`config.mk`:
```
export PLATFORM = sky130hd
export DESIGN_NAME = mem_wb_stage
export DESIGN_NICKNAME = d
export VERILOG_FILES = /design/src/rtl/mem_wb_stage.sv
export SDC_FILE = /design/constraint.sdc
export NUM_CORES = 1
export LEC_CHECK = 0
export ABC_AREA = 1
export CAP_MARGIN = 20
export CORE_ASPECT_RATIO = 1.1
export CORE_MARGIN = 3
export CORE_UTILIZATION = 52
export DETAILED_ROUTE_END_ITERATION = 10
export GPL_ROUTABILITY_DRIVEN = 1
export GPL_TIMING_DRIVEN = 0
export PLACE_DENSITY = 0.84
export SETUP_SLACK_MARGIN = 0.15
export SLEW_MARGIN = 20
export SYNTH_ARGS = -nofsm -noshare
export SYNTH_HDL_FRONTEND = slang
export SYNTH_SLANG_ARGS = --single-unit
```
`constraint.sdc`:
```
create_clock -name clk -period 4.3 [get_ports clk]
set_clock_uncertainty 0.1 [all_clocks]
set_input_delay 0.86 -clock clk [delete_from_list [all_inputs] [get_ports clk]]
set_output_delay 0.86 -clock clk [all_outputs]
set_load 0.05 [all_outputs]
```
`src/rtl/mem_wb_stage.sv`:
```
// Writeback stage of the RV32I core.
// Retires ALU results in one cycle, waits for data-memory responses on loads,
// extends the loaded byte/halfword, and drives a registered register-file
// write port. Load faults (illegal width code, misalignment, timeout) retire
// the instruction without writing and raise a sticky error flag.
module mem_wb_stage #(
    parameter int LOAD_TIMEOUT = 16,
    parameter int CNT_WIDTH    = 32
) (
    input  logic                 clk,
    input  logic                 reset,
    input  logic                 valid_pi,
    output logic                 ready_po,
    input  logic                 is_load_pi,
    input  logic [2:0]           funct3_pi,
    input  logic [4:0]           rd_pi,
    input  logic                 rd_we_pi,
    input  logic [31:0]          alu_result_pi,
    input  logic                 mem_rvalid_pi,
    input  logic [31:0]          mem_rdata_pi,
    output logic [4:0]           destReg_po,
    output logic                 we_po,
    output logic [31:0]          writeData_po,
    output logic                 retire_po,
    output logic                 err_po,
    output logic [CNT_WIDTH-1:0] retire_count_po
);

    localparam logic [0:0] IDLE      = 1'b0;
    localparam logic [0:0] WAIT_LOAD = 1'b1;

    // The timer counts 0..LOAD_TIMEOUT-1; the last value is the final cycle a
    // response can still arrive and win.
    localparam logic [7:0] TIMER_LAST = 8'(LOAD_TIMEOUT - 1);

    logic [0:0]           r_state;
    logic [7:0]           r_timer;
    logic [4:0]           r_ldRd;
    logic                 r_ldWe;
    logic [2:0]           r_ldFunct3;
    logic [1:0]           r_ldOffset;

    logic [4:0]           r_destReg;
    logic                 r_we;
    logic [31:0]          r_writeData;
    logic                 r_retire;
    logic                 r_err;
    logic [CNT_WIDTH-1:0] r_retireCount;

    logic                 w_idle;
    logic                 w_accept;
    logic                 w_loadLegal;
    logic                 w_timeout;
    logic                 w_retireNext;
    logic [7:0]           w_byte;
    logic [15:0]          w_half;
    logic [31:0]          w_loadData;

    assign w_idle    = (r_state == IDLE);
    assign w_accept  = valid_pi & w_idle;
    assign w_timeout = (r_timer == TIMER_LAST);

    // Width/alignment legality of a load, judged on the incoming instruction.
    always_comb begin
        w_loadLegal = 1'b0;
        case (funct3_pi)
            3'b000, 3'b100: w_loadLegal = 1'b1;
            3'b001, 3'b101: w_loadLegal = ~alu_result_pi[0];
            3'b010:         w_loadLegal = (alu_result_pi[1:0] == 2'b00);
            default:        w_loadLegal = 1'b0;
        endcase
    end

    // Select and extend the addressed byte/halfword from the returned word.
    always_comb begin
        w_byte = mem_rdata_pi[7:0];
        case (r_ldOffset)
            2'd0: w_byte = mem_rdata_pi[7:0];
            2'd1: w_byte = mem_rdata_pi[15:8];
            2'd2: w_byte = mem_rdata_pi[23:16];
            2'd3: w_byte = mem_rdata_pi[31:24];
            default: w_byte = mem_rdata_pi[7:0];
        endcase
        w_half = r_ldOffset[1] ? mem_rdata_pi[31:16] : mem_rdata_pi[15:0];
        case (r_ldFunct3)
            3'b000:  w_loadData = {{24{w_byte[7]}}, w_byte};
            3'b100:  w_loadData = {24'h000000, w_byte};
            3'b001:  w_loadData = {{16{w_half[15]}}, w_half};
            3'b101:  w_loadData = {16'h0000, w_half};
            default: w_loadData = mem_rdata_pi;
        endcase
    end

    // An instruction retires on accept of an ALU op or a faulty load, or on
    // load completion (data or timeout).
    always_comb begin
        w_retireNext = (w_accept & (~is_load_pi | ~w_loadLegal))
                     | (~w_idle & (mem_rvalid_pi | w_timeout));
    end

    // Control state: FSM, load timer and captured load context.
    always_ff @(posedge clk or negedge reset) begin
        if (!reset) begin
            r_state    <= IDLE;
            r_timer    <= 8'd0;
            r_ldRd     <= 5'd0;
            r_ldWe     <= 1'b0;
            r_ldFunct3 <= 3'd0;
            r_ldOffset <= 2'd0;
        end else begin
            case (r_state)
                IDLE: begin
                    if (w_accept && is_load_pi && w_loadLegal) begin
                        r_state    <= WAIT_LOAD;
                        r_timer    <= 8'd0;
                        r_ldRd     <= rd_pi;
                        r_ldWe     <= rd_we_pi;
                        r_ldFunct3 <= funct3_pi;
                        r_ldOffset <= alu_result_pi[1:0];
                    end
                end
                WAIT_LOAD: begin
                    if (mem_rvalid_pi || w_timeout) begin
                        r_state <= IDLE;
                    end else begin
                        r_timer <= r_timer + 8'd1;
                    end
                end
                default: r_state <= IDLE;
            endcase
        end
    end

    // Registered write port; x0 is never write-enabled so bypass stays clean.
    always_ff @(posedge clk or negedge reset) begin
        if (!reset) begin
            r_destReg   <= 5'd0;
            r_we        <= 1'b0;
            r_writeData <= 32'd0;
            r_retire    <= 1'b0;
            r_err       <= 1'b0;
        end else begin
            r_we     <= 1'b0;
            r_retire <= w_retireNext;
            if (w_idle) begin
                if (w_accept && !is_load_pi) begin
                    r_destReg   <= rd_pi;
                    r_writeData <= alu_result_pi;
                    r_we        <= rd_we_pi & (rd_pi != 5'd0);
                end else if (w_accept && !w_loadLegal) begin
                    r_err <= 1'b1;
                end
            end else if (mem_rvalid_pi) begin
                r_destReg   <= r_ldRd;
                r_writeData <= w_loadData;
                r_we        <= r_ldWe & (r_ldRd != 5'd0);
            end else if (w_timeout) begin
                r_err <= 1'b1;
            end
        end
    end

    // Retired-instruction counter, wrapping naturally at its width.
    always_ff @(posedge clk or negedge reset) begin
        if (!reset) begin
            r_retireCount <= '0;
        end else if (w_retireNext) begin
            r_retireCount <= r_retireCount + {{(CNT_WIDTH-1){1'b0}}, 1'b1};
        end
    end

    assign ready_po        = w_idle;
    assign destReg_po      = r_destReg;
    assign we_po           = r_we;
    assign writeData_po    = r_writeData;
    assign retire_po       = r_retire;
    assign err_po          = r_err;
    assign retire_count_po = r_retireCount;

endmodule

```
==> Word-level counts from Yosys, hierarchy flattened <==
Cells that the tools add are included.
{ "classes": {"add_sub_neg": 2, "n_bitwise": 12, "reduce_logical": 21, "mux": 24, "n_eq_ne": 17} }
{ "op_table": {"columns": ["cell", "count"], "rows": [
  ["case mux 32 bit (4 select lines)", 1],
  ["2-to-1 mux 32 bit", 3],
  ["adder 32 x 1 -> 32 bit (second input constant)", 1],
  ["case mux 8 bit (4 select lines)", 1],
  ["2-to-1 mux 16 bit", 1],
  ["2-to-1 mux 8 bit", 2],
  ["case mux 8 bit (2 select lines)", 1],
  ["2-to-1 mux 5 bit", 3],
  ["== test 3 bit (second input constant)", 4],
  ["2-to-1 mux 1 bit", 10],
  ["nonzero test 5 bit", 2],
  ["adder 8 x 1 -> 8 bit (second input constant)", 1],
  ["== test 8 x 4 -> 1 bit (second input constant)", 1],
  ["!= test 2 bit (second input constant)", 4],
  ["== test 3 x 1 -> 1 bit (second input constant)", 2],
  ["logical NOT 3 bit", 2],
  ["AND reduction 2 bit", 3],
  ["bitwise AND 1 bit", 5],
  ["== test 2 bit (second input constant)", 2],
  ["logical AND 1 bit", 4],
  ["logical NOT 2 bit", 2],
  ["!= test 2 x 1 -> 1 bit (second input constant)", 2],
  ["inverter 1 bit", 4],
  ["AND reduction 4 bit", 1],
  ["9 further kinds", 14]
]} }
{ "totals": {"elab_cells": 88, "in_bits": 78, "regBits": 92, "output_inout_bits": 73} }

==> Longest topological paths before layout <==
{ "logic_depth": {"ltp_word": 8, "mapped_depth": 10} }

==> Least setup slack after synthesis <==
Ideal clock, no wire load.
{ "synth_timing": {"path_type": "register to output", "from": "register r_state", "to": "output ready_po", "path_buffers": 3, "required_time_ns": 3.340, "arrival_ns": 1.101, "setup_slack_ns": 2.239, "stages_incl_launch_ff": 5, "cell_sequence": "dfrtp_1 > buf_4 > inv_1 > buf_2 > buf_2"} }
{ "synth_via": {"elab_chain_cells": 1} }
{ "synth_lines": {"columns": ["element", "line", "rtl"], "rows": [
  ["from (decl)", "36", "logic [0:0] r_state;"],
  ["from (signal assigned)", "104", "r_state <= IDLE;"],
  ["from (signal assigned)", "114", "r_state <= WAIT_LOAD;"],
  ["from (signal assigned)", "124", "r_state <= IDLE;"],
  ["inverter 1 bit (no source line)", null, null],
  ["to (decl)", "13", "output logic ready_po,"]
]} }
Every way passes these cells.

==> Worst setup path after layout <==
Ends and elaborated chain as after synthesis.

==> key figures <==
Clock network
  • Max Root-Sink Buffers: 2
  • Clock transition at path regs: 0.07 ns
  • Clock sinks: 92
  • Clk Tree Root Cell: clkbuf_16
  • CTS tree: yes
  • Worst-skew pair later-pin latency: 0.34 ns
  • CTS Buf Count: 9
  • Post-CTS Setup Bufs: 0
  • Resized Gates After CTS: 0
  • Hold buffers post-CTS: 0
  • H-tree level count: 3

Outcome
  • Status: complete, no violations

Pwr
  • P per Cell Area: 421 nW/µm²
  • Worst VDD drop: 0.317 mV
  • Cell leakage power: 3.64 nW
  • Pwr Total: 0.00324 W

Cells and area
  • N_diodes: 0
  • Layout area overhead: 35.0%
  • # nets final: 1110
  • Final non-filler cell total: 1177
  • Fillers: 894
  • Final core occ: 73.2%
  • Share of cells above drive strength 1: 7.45%

Synthesis
  • Yosys reg bits: 92
  • Most used DFF post-synth: dfrtp_1
  • Yosys warns: 0
  • Asr flop ratio synth: 100%
  • Number of enable flip-flop cells after synthesis: 0
  • Post-synthesis sequential area ratio: 40.3%
  • Mapped cell area: 5720 µm²
  • Dominant cell type by area after synthesis: dfrtp_1
  • Synth unique cells: 31
  • Synth top area share: 40.3%
  • Synth Instances: 868
  • Top post-synthesis cells by area: dfrtp_1 (40%), nand2_1 (24%), nor2_1 (8.9%), nand3_1 (4.8%), inv_1 (3.3%)
  • Synth Area per Inst: 6.58 µm²
  • Post-synth net total: 948

Global routing
  • Largest net degree at the start of global routing: 65
  • Number of antenna violations at the first check in global routing: 0
  • First-pass GRT wire length: 28400 µm
  • GRT overflow: 0
  • Number of global-route vias before repair: 5803
  • Total GRT Usage: 29.1%

Floorplanning
  • Core ar.: 10500 µm²
  • Die footprint: 12300 µm²
  • Ports: 151
  • Site row count: 39
  • Die Span Y: 116 µm
  • Chip Width: 106 µm
  • Starting Density: 54.2%

Place
  • Post-DP HPWL: 13400 µm
  • PortBufs: 150
  • Cell count after placement: 1162
  • Placer Congestion: 0.960

Timing
  • Fin crit period: 3.37 ns
  • Fin crit share: 78.5%
  • Tightest Pin Transition: 0.592 ns
  • Max Fclk: 0.296 GHz
  • Final setup vio count: 0
  • Final hold slack: 0.275 ns
  • RSZ-0062 raised after global routing: false
  • Fin. max-slew vios: 0
  • Setup tns final: 0 ns
  • Final hold viol count: 0
  • Worst slew margin: 60.4%

Setup path
  • Worst Path Required: 3.34 ns
  • Slowest cell on the critical path: clkdlybuf4s50_1
  • Worst r2r src: retire_count_po[0]$_DFFE_PN0P_
  • Max FO, Critical Path: 10
  • Depth of the most critical reg-to-reg path: 10
  • Crit path buf inv count: 5
  • RR Endpoint: retire_count_po[26]$_DFFE_PN0P_
  • Worst path max stage delay: 0.85 ns
  • CP Class: flop to primary output
  • CP dominant cell by count: buf_2
  • Flop2flop setup slack: 2.37 ns
  • CP startpoint kind: flop
  • Crit-path leading delay family: buffers and inverters
  • Setup crit end kind: primary output
  • Worst-path cell chain: buf_4 -> inv_1 -> buf_2 -> buf_2 -> clkdlybuf4s50_1
  • Crit path DAT: 2.41 ns

Hold path
  • Hold Crit Class: primary input to async pin

Routing
  • DRT Pass-1 Iters: 5
  • Residual DRC: 0
  • DR vias: 6128
  • Routed Wire Length: 17400 µm
  • Post-DRT Antenna Nets: 0
  • Vias per inst: 5.21
  • DR WL/cell: 14.8 µm
  • Drt initial violations: 374

Run
  • Max-cap viol count: 0
cell usage after synthesis (2+ instances only):
library cell,n
a21oi_1,32
a31oi_1,5
buf_2,13
buf_4,8
buf_6,6
clkbuf_1,9
dfrtp_1,92
ha_1,2
inv_1,51
inv_2,6
nand2_1,366
nand2_2,5
nand3_1,55
nand3_2,7
nand4_1,8
nor2_1,135
nor2_2,4
nor2_4,4
nor3_1,4
o21ai_0,27
or2_2,7
xnor2_1,3
xor2_1,11
routing by layer:
layer / part of all wire (%) / GRT usage, %
met2: 49 / 50.6
met3: 7.2 / 4.29
met1: 41 / 36.4
met5: 0 / 0
met4: 3.5 / 12.6
where the power goes:
group | leakage, nW | internal, W | switching, W
Clock | 0.143 | 0.000451 | 0.000352
Sequential | 1.18 | 0.00101 | 0.000113
Combinational | 2.32 | 0.000450 | 0.000870
cell usage in the layout (no fill, tap or decap), types with 6 or more instances in the layout:
cell type,instances
clkbuf_16,9
nand4_1,8
o21ai_0,27
nand3_2,7
dfrtp_1,92
xor2_1,11
nand2_1,366
buf_2,13
clkdlybuf4s50_1,149
nor2_1,135
inv_2,6
a21oi_1,32
nand3_1,55
buf_4,8
buf_6,7
clkbuf_1,10
or2_2,7
inv_1,51
per-stage QoR:
| stage | instance area, µm² | setup slack, ns |
|---|---|---|
| after floorplan | 5720 | 2.24 |
| after global placement | 7400 | -1.11 |
| after detailed placement | 7420 | 1.33 |
| after CTS | 7710 | 0.954 |
| after global routing | 7710 | 0.852 |
| final | 7710 | 0.926 |
registers in the layout (all words and copies together), names as in the netlist:
signal,count
retire_count_po,32
writeData_po,32
r_timer,8
destReg_po,5
r_ldRd,5
r_ldFunct3,3
r_ldOffset,2
err_po,1
r_ldWe,1
r_state,1
retire_po,1
we_po,1
kinds of logic after synthesis:
| kind of cell | share of synthesized area [%] |
|---|---|
| AOI/OAI and AO/OA | 6.35 |
| xor gates and xnor gates | 2.15 |
| adders and majority gates | 0.438 |
| buffers and inverters | 7.71 |
| DFF | 40.3 |
| and+or+nand+nor | 43.1 |
how the worst max path moves through the flow:
stage,from,end,slack [ns],cells after the start
2_1_floorplan,r_state$_DFF_PN0_,ready_po,2.24,4
3_3_place_gp,reset,r_timer[3]$_DFFE_PN0P_,-1.11,1
3_5_place_dp,r_state$_DFF_PN0_,ready_po,1.33,5
4_1_cts,r_state$_DFF_PN0_,ready_po,0.95,5
5_1_grt,r_state$_DFF_PN0_,ready_po,0.85,5
6_report,r_state$_DFF_PN0_,ready_po,0.93,5
area by class of cell:
class	instances	area, µm²	area share (%)
Tap cell	143	179	2.32
Clock inverter	5	61.3	0.795
Sequential cell	92	2300	29.8
Inverter	57	214	2.77
Multi-Input combinational cell	683	2970	38.5
Timing Repair Buffer	151	1530	19.8
Buffer	36	226	2.94
Clock buffer	10	229	2.97
No activity file was read; power rests on OpenSTA's default activity.
